## src/rtl/sz_code_packer_if.sv

```systemverilog
// Handshake bundle between the code packer, the SZ compressor core that feeds it,
// and the word consumer (DRAM writer / Gzip).
interface sz_code_packer_if #(
  parameter int CODE_W = 2,
  parameter int WORD_W = 32,
  parameter int ADDR_W = 3
);
  logic [CODE_W-1:0] code_in;
  logic              code_valid;
  logic              code_ready;
  logic              flush;
  logic [WORD_W-1:0] word_out;
  logic [4:0]        word_codes;
  logic              word_last;
  logic              word_valid;
  logic              word_ready;
  logic [ADDR_W:0]   fifo_count;
  logic              flush_done;
  logic [31:0]       word_total;

  // Producer/consumer side of the packer
  modport master (
    output code_in, code_valid, flush, word_ready,
    input  code_ready, word_out, word_codes, word_last, word_valid,
           fifo_count, flush_done, word_total
  );

  // Packer side
  modport slave (
    input  code_in, code_valid, flush, word_ready,
    output code_ready, word_out, word_codes, word_last, word_valid,
           fifo_count, flush_done, word_total
  );
endinterface

```

## src/rtl/sz_code_packer.sv

```systemverilog
// Packs 2-bit SZ prediction/type codes LSB-first into 32-bit words and queues them
// in a small first-word-fall-through FIFO. End-of-stream flush zero-pads the partial
// word, tags it last, and pulses flush_done once the FIFO has fully drained.
module sz_code_packer #(
  parameter int CODE_W     = 2,
  parameter int WORD_W     = 32,
  parameter int FIFO_DEPTH = 8,
  parameter int ADDR_W     = 3
) (
  input logic             clk,
  input logic             rst,
  sz_code_packer_if.slave bus
);
  localparam int CPW    = WORD_W / CODE_W;
  localparam int FILL_W = $clog2(CPW);
  localparam int ENT_W  = WORD_W + 6;   // {last, codes[4:0], word}

  typedef enum logic [1:0] {PACK, FLUSH_WR, DRAIN} state_t;

  state_t              state, state_nxt;
  logic [FILL_W-1:0]   fill, fill_nxt;
  logic [WORD_W-1:0]   accum, accum_nxt, merged;
  logic [ENT_W-1:0]    mem [FIFO_DEPTH];
  logic [ENT_W-1:0]    push_ent, head_ent;
  logic [ADDR_W-1:0]   wr_ptr, rd_ptr;
  logic [ADDR_W:0]     count;
  logic [31:0]         total;
  logic                push, pop, full, empty, accept, done;

  assign full   = (count == (ADDR_W+1)'(FIFO_DEPTH));
  assign empty  = (count == '0);
  assign accept = bus.code_valid && bus.code_ready;
  assign pop    = !empty && bus.word_ready;
  assign merged = accum | (WORD_W'(bus.code_in) << (int'(fill) * CODE_W));

  // Empty FIFO presents zeros so the head never shows stale or uninitialised storage
  assign head_ent = empty ? '0 : mem[rd_ptr];

  assign bus.code_ready = (state == PACK) && !full;
  assign bus.word_valid = !empty;
  assign bus.word_out   = head_ent[WORD_W-1:0];
  assign bus.word_codes = head_ent[WORD_W+4:WORD_W];
  assign bus.word_last  = head_ent[WORD_W+5];
  assign bus.fifo_count = count;
  assign bus.flush_done = done;
  assign bus.word_total = total;

  // Next-state, accumulator update and FIFO push decisions
  always_comb begin
    state_nxt = state;
    fill_nxt  = fill;
    accum_nxt = accum;
    push      = 1'b0;
    push_ent  = '0;
    done      = 1'b0;
    case (state)
      PACK: begin
        if (accept) begin
          if (fill == FILL_W'(CPW - 1)) begin
            // A completing code that arrives with flush closes the stream itself
            push      = 1'b1;
            push_ent  = {bus.flush, 5'(CPW), merged};
            fill_nxt  = '0;
            accum_nxt = '0;
          end else begin
            fill_nxt  = fill + 1'b1;
            accum_nxt = merged;
          end
        end
        if (bus.flush) state_nxt = FLUSH_WR;
      end
      FLUSH_WR: begin
        if (fill == '0) begin
          state_nxt = DRAIN;
        end else if (!full) begin
          push      = 1'b1;
          push_ent  = {1'b1, 5'(fill), accum};
          fill_nxt  = '0;
          accum_nxt = '0;
          state_nxt = DRAIN;
        end
      end
      DRAIN: begin
        if (empty) begin
          done      = 1'b1;
          state_nxt = PACK;
        end
      end
      default: state_nxt = PACK;
    endcase
  end

  // Control state, packing accumulator, FIFO pointers/occupancy and pop counter
  always_ff @(posedge clk) begin
    if (rst) begin
      state  <= PACK;
      fill   <= '0;
      accum  <= '0;
      wr_ptr <= '0;
      rd_ptr <= '0;
      count  <= '0;
      total  <= '0;
    end else begin
      state <= state_nxt;
      fill  <= fill_nxt;
      accum <= accum_nxt;
      if (push) wr_ptr <= wr_ptr + 1'b1;
      if (pop) begin
        rd_ptr <= rd_ptr + 1'b1;
        total  <= total + 32'd1;
      end
      case ({push, pop})
        2'b10:   count <= count + 1'b1;
        2'b01:   count <= count - 1'b1;
        default: count <= count;
      endcase
    end
  end

  // FIFO storage; push is only ever asserted when a slot is free
  always_ff @(posedge clk) begin
    if (push) mem[wr_ptr] <= push_ent;
  end
endmodule

```

## src/flat_wrapper.sv

```systemverilog
// flat-port wrapper written by rule: the top's interface ports become plain ports
module sz_code_packer_flat 
#(
  parameter int CODE_W     = 2,
  parameter int WORD_W     = 32,
  parameter int FIFO_DEPTH = 8,
  parameter int ADDR_W     = 3
)
  (clk, rst, bus_code_in, bus_code_valid, bus_flush, bus_word_ready, bus_code_ready, bus_word_out, bus_word_codes, bus_word_last, bus_word_valid, bus_fifo_count, bus_flush_done, bus_word_total);
  sz_code_packer_if #(.CODE_W(CODE_W), .WORD_W(WORD_W), .ADDR_W(ADDR_W)) bus_i ();
  input logic clk;
  input logic rst;
  input wire logic [$bits(bus_i.code_in)-1:0] bus_code_in;
  input wire logic [$bits(bus_i.code_valid)-1:0] bus_code_valid;
  input wire logic [$bits(bus_i.flush)-1:0] bus_flush;
  input wire logic [$bits(bus_i.word_ready)-1:0] bus_word_ready;
  output wire logic [$bits(bus_i.code_ready)-1:0] bus_code_ready;
  output wire logic [$bits(bus_i.word_out)-1:0] bus_word_out;
  output wire logic [$bits(bus_i.word_codes)-1:0] bus_word_codes;
  output wire logic [$bits(bus_i.word_last)-1:0] bus_word_last;
  output wire logic [$bits(bus_i.word_valid)-1:0] bus_word_valid;
  output wire logic [$bits(bus_i.fifo_count)-1:0] bus_fifo_count;
  output wire logic [$bits(bus_i.flush_done)-1:0] bus_flush_done;
  output wire logic [$bits(bus_i.word_total)-1:0] bus_word_total;
  assign bus_i.code_in = bus_code_in;
  assign bus_i.code_valid = bus_code_valid;
  assign bus_i.flush = bus_flush;
  assign bus_i.word_ready = bus_word_ready;
  assign bus_code_ready = bus_i.code_ready;
  assign bus_word_out = bus_i.word_out;
  assign bus_word_codes = bus_i.word_codes;
  assign bus_word_last = bus_i.word_last;
  assign bus_word_valid = bus_i.word_valid;
  assign bus_fifo_count = bus_i.fifo_count;
  assign bus_flush_done = bus_i.flush_done;
  assign bus_word_total = bus_i.word_total;
  sz_code_packer #(.CODE_W(CODE_W), .WORD_W(WORD_W), .FIFO_DEPTH(FIFO_DEPTH), .ADDR_W(ADDR_W)) u_core (.clk(clk), .rst(rst), .bus(bus_i));
endmodule
```

## config.mk

```make
export PLATFORM = sky130hd
export DESIGN_NAME = sz_code_packer_flat
export DESIGN_NICKNAME = d
export VERILOG_FILES = /design/src/rtl/sz_code_packer_if.sv /design/src/rtl/sz_code_packer.sv /design/src/flat_wrapper.sv
export SDC_FILE = /design/constraint.sdc
export NUM_CORES = 1
export LEC_CHECK = 0
export CAP_MARGIN = 10
export CORE_MARGIN = 2
export CORE_UTILIZATION = 50
export CTS_BUF_LIST = sky130_fd_sc_hd__clkbuf_16
export DETAILED_ROUTE_END_ITERATION = 12
export HOLD_SLACK_MARGIN = 0.15
export PLACE_DENSITY_LB_ADDON = 0.2
export SYNTH_ARGS = -nofsm -noshare
export SYNTH_HDL_FRONTEND = slang
export SYNTH_SLANG_ARGS = --single-unit
export TNS_END_PERCENT = 20
```

## constraint.sdc

```tcl
create_clock -name clk -period 17.6 [get_ports clk]
set_clock_uncertainty 0.05 [all_clocks]
set_input_delay 3.52 -clock clk [delete_from_list [all_inputs] [get_ports clk]]
set_output_delay 3.52 -clock clk [all_outputs]
set_load 0.02 [all_outputs]
```

; ---- Word-level counts from Yosys, hierarchy flattened
; Memory sizes are Yosys's and may differ from the RTL's. A register that Yosys moved wholly into a read port is not among the register bits.
; Index checks and enable logic that the tools add are counted.
[totals]
n_memories = 1
in_bits = 7
ramBits = 304
out_inout_bits = 77
elab_cells = 73
reg_bits = 80
[memory_table]
columns = memory, words, width, rd, rd_clocked_by_memory_dff, wr, line_no
row1 = u_core.mem, 8, 38, 1, 1, 1, sz_code_packer.sv:23  ; logic [ENT_W-1:0] mem [FIFO_DEPTH];
[op_classes]
reduce_logical = 12
shift = 1
addsub = 6
muxes = 33
n_eq_ne = 12
bitwise_logic = 1
[ops]
columns = cell, count
row1 = $mux W38, 5
row2 = $mux W32, 4
row3 = $pmux W38 S2, 1
row4 = $pmux W32 S2, 1
row5 = $add A32 B1 Y32 const B, 1
row6 = $or A32 B32 Y32, 1
row7 = $shl A2 B5 Y32, 1
row8 = $mux W4, 4
row9 = $pmux W4 S2, 2
row10 = $add A4 B1 Y4 const B, 2
row11 = $eq A4 B4 Y1 const B, 2
row12 = $logic_not A4 Y1, 2
row13 = $mux W1, 8
row14 = $mux W2, 4
row15 = $add A3 B1 Y3 const B, 2
row16 = $mux W3, 2
row17 = $ne A2 B2 Y1 const B, 3
row18 = $pmux W2 S3, 1
row19 = $eq A2 B1 Y1 const B, 2
row20 = $eq A2 B2 Y1 const B, 2
row21 = $ne A2 B1 Y1 const B, 2
row22 = $reduce_and A4 Y1, 1
row23 = $reduce_bool A2 Y1, 2
row24 = $sub A4 B1 Y4 const B, 1
row25 = other kinds (6), 9

; ---- Longest topological paths before layout
; Gate-level depths: netlist of the first run.
[depth]
ltp_word = 8
mapped_depth = 14
ltp_nobuf = 13

; ---- Least setup slack after synthesis of the first run
; No wires, ideal clock.
[synth_timing]
path_type = input-to-reg
from = input bus_code_valid
to = memory u_core.mem[1][0] in the netlist's numbering, enable pin
required_time_ns = 17.022
slack_ns = 9.158
path_buffers = 0
setup_time_ns = 0.528
arrival_ns = 7.864
cell_stages = 5
path_cell_list = nand4b_1 > a2bb2oi_1 > nor2_1 > inv_2 > nor4_1
[synth_between]
elab_chain_len = 5
[synth_rtl]
columns = element, line_no
row1 = from (decl), flat_wrapper.sv:14  ; input wire logic [$bits(bus_i.code_valid)-1:0] bus_code_valid;
row2 = $logic_and A1 B1 Y1, sz_code_packer.sv:32  ; assign accept = bus.code_valid && bus.code_ready;
row3 = $mux W1, sz_code_packer.sv:58  ; if (accept) begin
row4 = $pmux W1 S2, sz_code_packer.sv:56  ; case (state)
row5 = $mux W1, sz_code_packer.sv:122  ; if (push) mem[wr_ptr] <= push_ent;
row6 = $mux W1 (implied by the code), sz_code_packer.sv:122
row7 = to (decl), sz_code_packer.sv:23
; No other way between the ends.

==> flow_metrics.tcl, run 1 <==
set metrics [dict create \
    run_status "finished clean" \
    ys_ff_latch 387 \
    hold_viol 0 \
    clk_pin_slew_ns 0.06 \
    place_congestion 0.795 \
    drv_cap 0 \
    cpPeakStageDelay_ns 0.90 \
    cp.arrival_ns 3.62 \
    post-route-drc-count 0 \
    required_ns 14.03 \
    p_leak_uw 0.00581 \
    grt_usage_pct 20.0 \
    period_share_pct 40.9 \
    vias_per_cell 5.81 \
    cts_sinks 387 \
    yosysSeqAreaShare_pct 69.6 \
    ys.warnings.count 0 \
    clkLatencyLatePin_ns 0.53 \
    synth_flop_cell "edfxtp_1" \
    synth_area_um2 15500 \
    grt_pass1_vias 8801 \
    cts_tree "yes" \
    fin_crit_ns 7.19 \
    grt_pass1_wl_um 50600 \
    setup_violations 0 \
    die_area_um2 32400 \
    ir_worst_vdd_mv 0.0568 \
    cp-end-kind "output port" \
    path_class "flop to output port" \
    cts_resized 0 \
    max_freq_mhz 139 \
    initial_core_util_pct 50.7 \
    wl_per_cell_um 21.4 \
    num_vias 8687 \
    final_cell_mix "edfxtp_1 (304), nor2_1 (117), clkdlybuf4s50_1 (82), dfxtp_1 (80), mux4_2 (76)" \
    hold_path.class "flop to flop" \
    ant_nets 0 \
    drt_iter0_markers 758 \
    ys_types 54 \
    dp_hpwl_um 18600 \
    cts_buffers 40 \
    synth_cells 976 \
    syn_nets 991 \
    wirelength_um 32000 \
    die_y_um 180 \
    io_pins 84 \
    critical_path.max_fanout 39 \
    io_buffers 83 \
    slew_viol_final 0 \
    fin_nets 1081 \
    synth-edff-count 304 \
    grt_antenna_before_repair 2 \
    postLayoutCoreUtil_pct 58.9 \
    power_density_nw_per_um2 112 \
    fin_setup_tns_ns 0 \
    slew_headroom_pct 43.3 \
    rsz0062_at_grt "no" \
    post_cts_buffers 0 \
    critPathSlowestCell "dfxtp_4" \
    worst_pin_slew_ns 0.850 \
    cts-root-buf "clkbuf_16" \
    cts_hold_buf 0 \
    grt_max_degree 55 \
    synth.avg_cell_area_um2 15.9 \
    grt_overflow 0 \
    drive_gt1_share_pct 16.6 \
    rows 64 \
    final_common_cell "edfxtp_1" \
    cp-start-kind "flop" \
    clk_path_buf_depth 3 \
    ctsHtreeMaxLevel 2 \
    synthArstFlopShare_pct 0 \
    dr.pass1.iters 5 \
    chipWidth_um 180 \
    syn2layout_area_growth_pct 16.2 \
    cp_cell_sequence "buf_4 -> mux4_2 -> mux2i_1 -> nor2_1 -> clkdlybuf4s50_1" \
    core_area_um2 30600 \
]
path summary, 6_finish.rpt:
| path | startpoint | to | slack, ns | cells after the start |
|---|---|---|---|---|
| setup / recovery | flop | bus_word_out[26] | 10.41 | 5 |
| hold / removal | u_core.accum[1] | u_core.accum[1] | 0.41 | 2 |
| setup reg to reg | u_core.fill[0] | u_core.bus.fifo_count[2] | 14.16 | 13 |
| hold reg to reg | u_core.accum[1] | u_core.accum[1] | 0.41 | 2 |
registers in the layout (all words and copies together) (netlist names), named ones only:
name / count
u_core.accum: 32
u_core.bus.fifo_count: 4
u_core.bus.word_total: 32
u_core.fill: 4
u_core.mem: 304
u_core.rd_ptr: 3
u_core.state: 2
u_core.wr_ptr: 3
cell usage after synthesis, types with 9 or more instances:
master	count	area share (%)
dfxtp_1	83	11
mux2i_1	39	2.5
buf_2	13	0.42
inv_1	9	0.22
nor4_1	10	0.40
mux4_2	76	11
a21oi_1	64	2.1
xnor2_1	9	0.51
nor2_1	118	2.9
nand3_1	16	0.52
nand2_1	22	0.53
or4_1	11	0.53
edfxtp_1	304	59
o31ai_1	11	0.53
and3_1	28	1.1
nand4_1	10	0.40
clkbuf_1	37	0.90
nor3_1	12	0.39
o21ai_0	13	0.42
where the power goes:
part           internal [µW]  total, µW  switching (µW)
Clock                    445        774             329
Sequential               983       1010            23.4
Combinational            122        240             118
worst max-delay path, delay by kind of cell (launching register included):
family / cells / cell delay [ns]
buffers and inverters: 2 / 1.30
DFF: 1 / 0.90
muxes: 2 / 0.83
and+or+nand+nor: 1 / 0.07
routing by layer:
layer	GRT usage (%)	share of wire (%)	vias to the layer above
met5	0	0.041	-
met4	5.13	1.9	2
met3	4.20	6.2	50
met2	33.0	49	251
met1	27.4	43	4397
li1	-	-	3987
cells by family (layout without fill, tap and decap cells):
group	after synthesis	count (layout)	share of synthesized area, %
muxes	120	120	13.9
xor gates and xnor gates	16	16	0.904
AOI/OAI and AO/OA	102	102	3.86
and+or+nand+nor	272	272	9.08
DFF	387	387	69.6
adders and majority gates	8	8	0.645
other	0	1	0
buffers and inverters	71	192	2.02
area by class of cell:
type / instances / area [µm²]
clock inverters: 31 / 169
inverters: 11 / 41.3
clock buffers: 42 / 1050
well taps: 396 / 495
repair buffers: 108 / 1010
diodes: 1 / 2.50
flip-flops and latches: 387 / 10800
fillers: 2357 / 12600
multi-input cells: 518 / 4460
per-stage QoR:
stage	setup slack [ns]	power [µW]	cell area [µm²]	hold WS, ns	cells
2_1_floorplan	9.16	1190	15500	0.379	976
3_3_place_gp	10.83	1270	16800	0.394	1420
3_5_place_dp	10.81	1270	16800	0.399	1420
4_1_cts	10.24	2040	18000	0.415	1493
5_1_grt	10.07	2100	18000	0.427	1494
6_report	10.41	2020	18000	0.409	1494
(Power assumes the default switching activity.)
==> run 2, diff against run 1 <==
==> constraint.sdc (replaced) <==
create_clock -name clk -period 6.65 [get_ports clk]
set_clock_uncertainty 0.05 [all_clocks]
set_input_delay 1.33 -clock clk [delete_from_list [all_inputs] [get_ports clk]]
set_output_delay 1.33 -clock clk [all_outputs]
set_load 0.02 [all_outputs]
==> flow_metrics.tcl, run 2 (same netlist as run 1, synthesis figures left out) <==
set metrics [dict create \
    run_status "finished clean" \
    syn2layout_area_growth_pct 16.9 \
    place_congestion 0.798 \
    clkLatencyLatePin_ns 0.53 \
    cts_buffers 40 \
    grt_pass1_wl_um 50700 \
    slew_viol_final 0 \
    insertedDiodeCount 0 \
    drt_iter0_markers 709 \
    cts-root-buf "clkbuf_16" \
    cp_cell_sequence "buf_12 -> mux4_2 -> mux2i_1 -> nor2_1 -> clkdlybuf4s50_1" \
    hold_path.class "flop to flop" \
    die_y_um 180 \
    rr_worst_depth 13 \
    rows 64 \
    die_area_um2 32400 \
    place_area_um2 16800 \
    chipWidth_um 180 \
    io_pins 84 \
    max_freq_mhz 217 \
    cp.arrival_ns 3.23 \
    final_cell_mix "edfxtp_1 (304), nor2_1 (117), clkdlybuf4s50_1 (82), dfxtp_1 (80), mux4_2 (76)" \
    top_register "u_core.mem" \
    num_vias 8604 \
    cts_sinks 387 \
    fin_crit_ns 4.61 \
    largest_reg_flops 304 \
    worst_pin_slew_ns 0.917 \
    required_ns 5.27 \
    fin_area_um2 18100 \
    initial_core_util_pct 50.7 \
    final_common_cell "edfxtp_1" \
    ir_worst_vdd_mv 0.160 \
    fin_nets 1080 \
    holdPathStages 2 \
    io_buffers 83 \
    ant_nets 0 \
    cpPeakStageDelay_ns 0.87 \
    grt_overflow 0 \
    wirelength_um 31900 \
    core_area_um2 30600 \
    period_share_pct 69.3 \
    cp-end-kind "output port" \
    hold_ws_ns 0.414 \
    grt_max_degree 55 \
    ctsHtreeMaxLevel 2 \
    path_class "flop to output port" \
    grt_antenna_before_repair 1 \
    slew_headroom_pct 38.4 \
    post-route-drc-count 0 \
    wl_per_cell_um 21.4 \
    rsz0062_at_grt "no" \
    cts_hold_buf 0 \
    dr.pass1.iters 5 \
    cts_resized 0 \
    post_cts_buffers 0 \
    cp-start-kind "flop" \
    setup_violations 0 \
    dp_hpwl_um 18600 \
    grt_usage_pct 20.0 \
    p_leak_uw 0.00584 \
    drv_cap 0 \
    clk_pin_slew_ns 0.06 \
    critPathSlowestCell "dfxtp_4" \
    vias_per_cell 5.77 \
    grt_pass1_vias 8760 \
    drive_gt1_share_pct 17.3 \
    hold_viol 0 \
    cts_tree "yes" \
    power_density_nw_per_um2 305 \
    critical_path.max_fanout 39 \
    clk_path_buf_depth 3 \
    fin_setup_tns_ns 0 \
    rrSetupSlack_ns 3.21 \
]
==> run 2: cell type report <==
cell class	count	area, µm²
fillers	2354	12500
flip-flops and latches	387	10800
multi-input cells	518	4460
clock buffers	41	1030
repair buffers	107	1020
well taps	396	495
clock inverters	32	289
inverters	11	41.3
==> run 2: worst max-delay path: cells and delay by family (launching register included) <==
family / cells / cell delay (ns)
buffers and inverters: 2 / 0.94
DFF: 1 / 0.87
and+or+nand+nor: 1 / 0.06
muxes: 2 / 0.76
==> run 2: stage by stage <==
| step | instances | power [µW] | worst slack, ns | util, % |
|---|---|---|---|---|
| after floorplan | 976 | 3150 | 0.398 | - |
| after global placement | 1419 | 3360 | 2.45 | 55.0 |
| after detailed placement | 1419 | 3360 | 2.34 | 55.0 |
| after CTS | 1492 | 5580 | 1.93 | 59.3 |
| after global routing | 1492 | 5730 | 1.80 | 59.3 |
| final | 1492 | 5520 | 2.04 | 59.3 |
==> run 2: power by group <==
group / switching (µW) / internal, µW
registers: 60.4 / 2600
clock network: 903 / 1320
logic: 310 / 328
total: 1270 / 4250
==> run 2: path summary, 6_finish.rpt <==
kind                                    to             start
setup / recovery         bus_word_codes[2]              flop
hold / removal            u_core.accum[17]  u_core.accum[17]
setup reg to reg  u_core.bus.fifo_count[2]    u_core.fill[0]
hold reg to reg           u_core.accum[17]  u_core.accum[17]
==> run 2: routing by layer <==
| metal | global-route usage (%) | vias up | share of wire [%] |
|---|---|---|---|
| li1 | - | 3982 | - |
| met2 | 32.8 | 226 | 49 |
| met5 | 0 | - | 0.041 |
| met3 | 3.40 | 41 | 5.7 |
| met4 | 4.94 | 2 | 1.7 |
| met1 | 28.2 | 4353 | 43 |
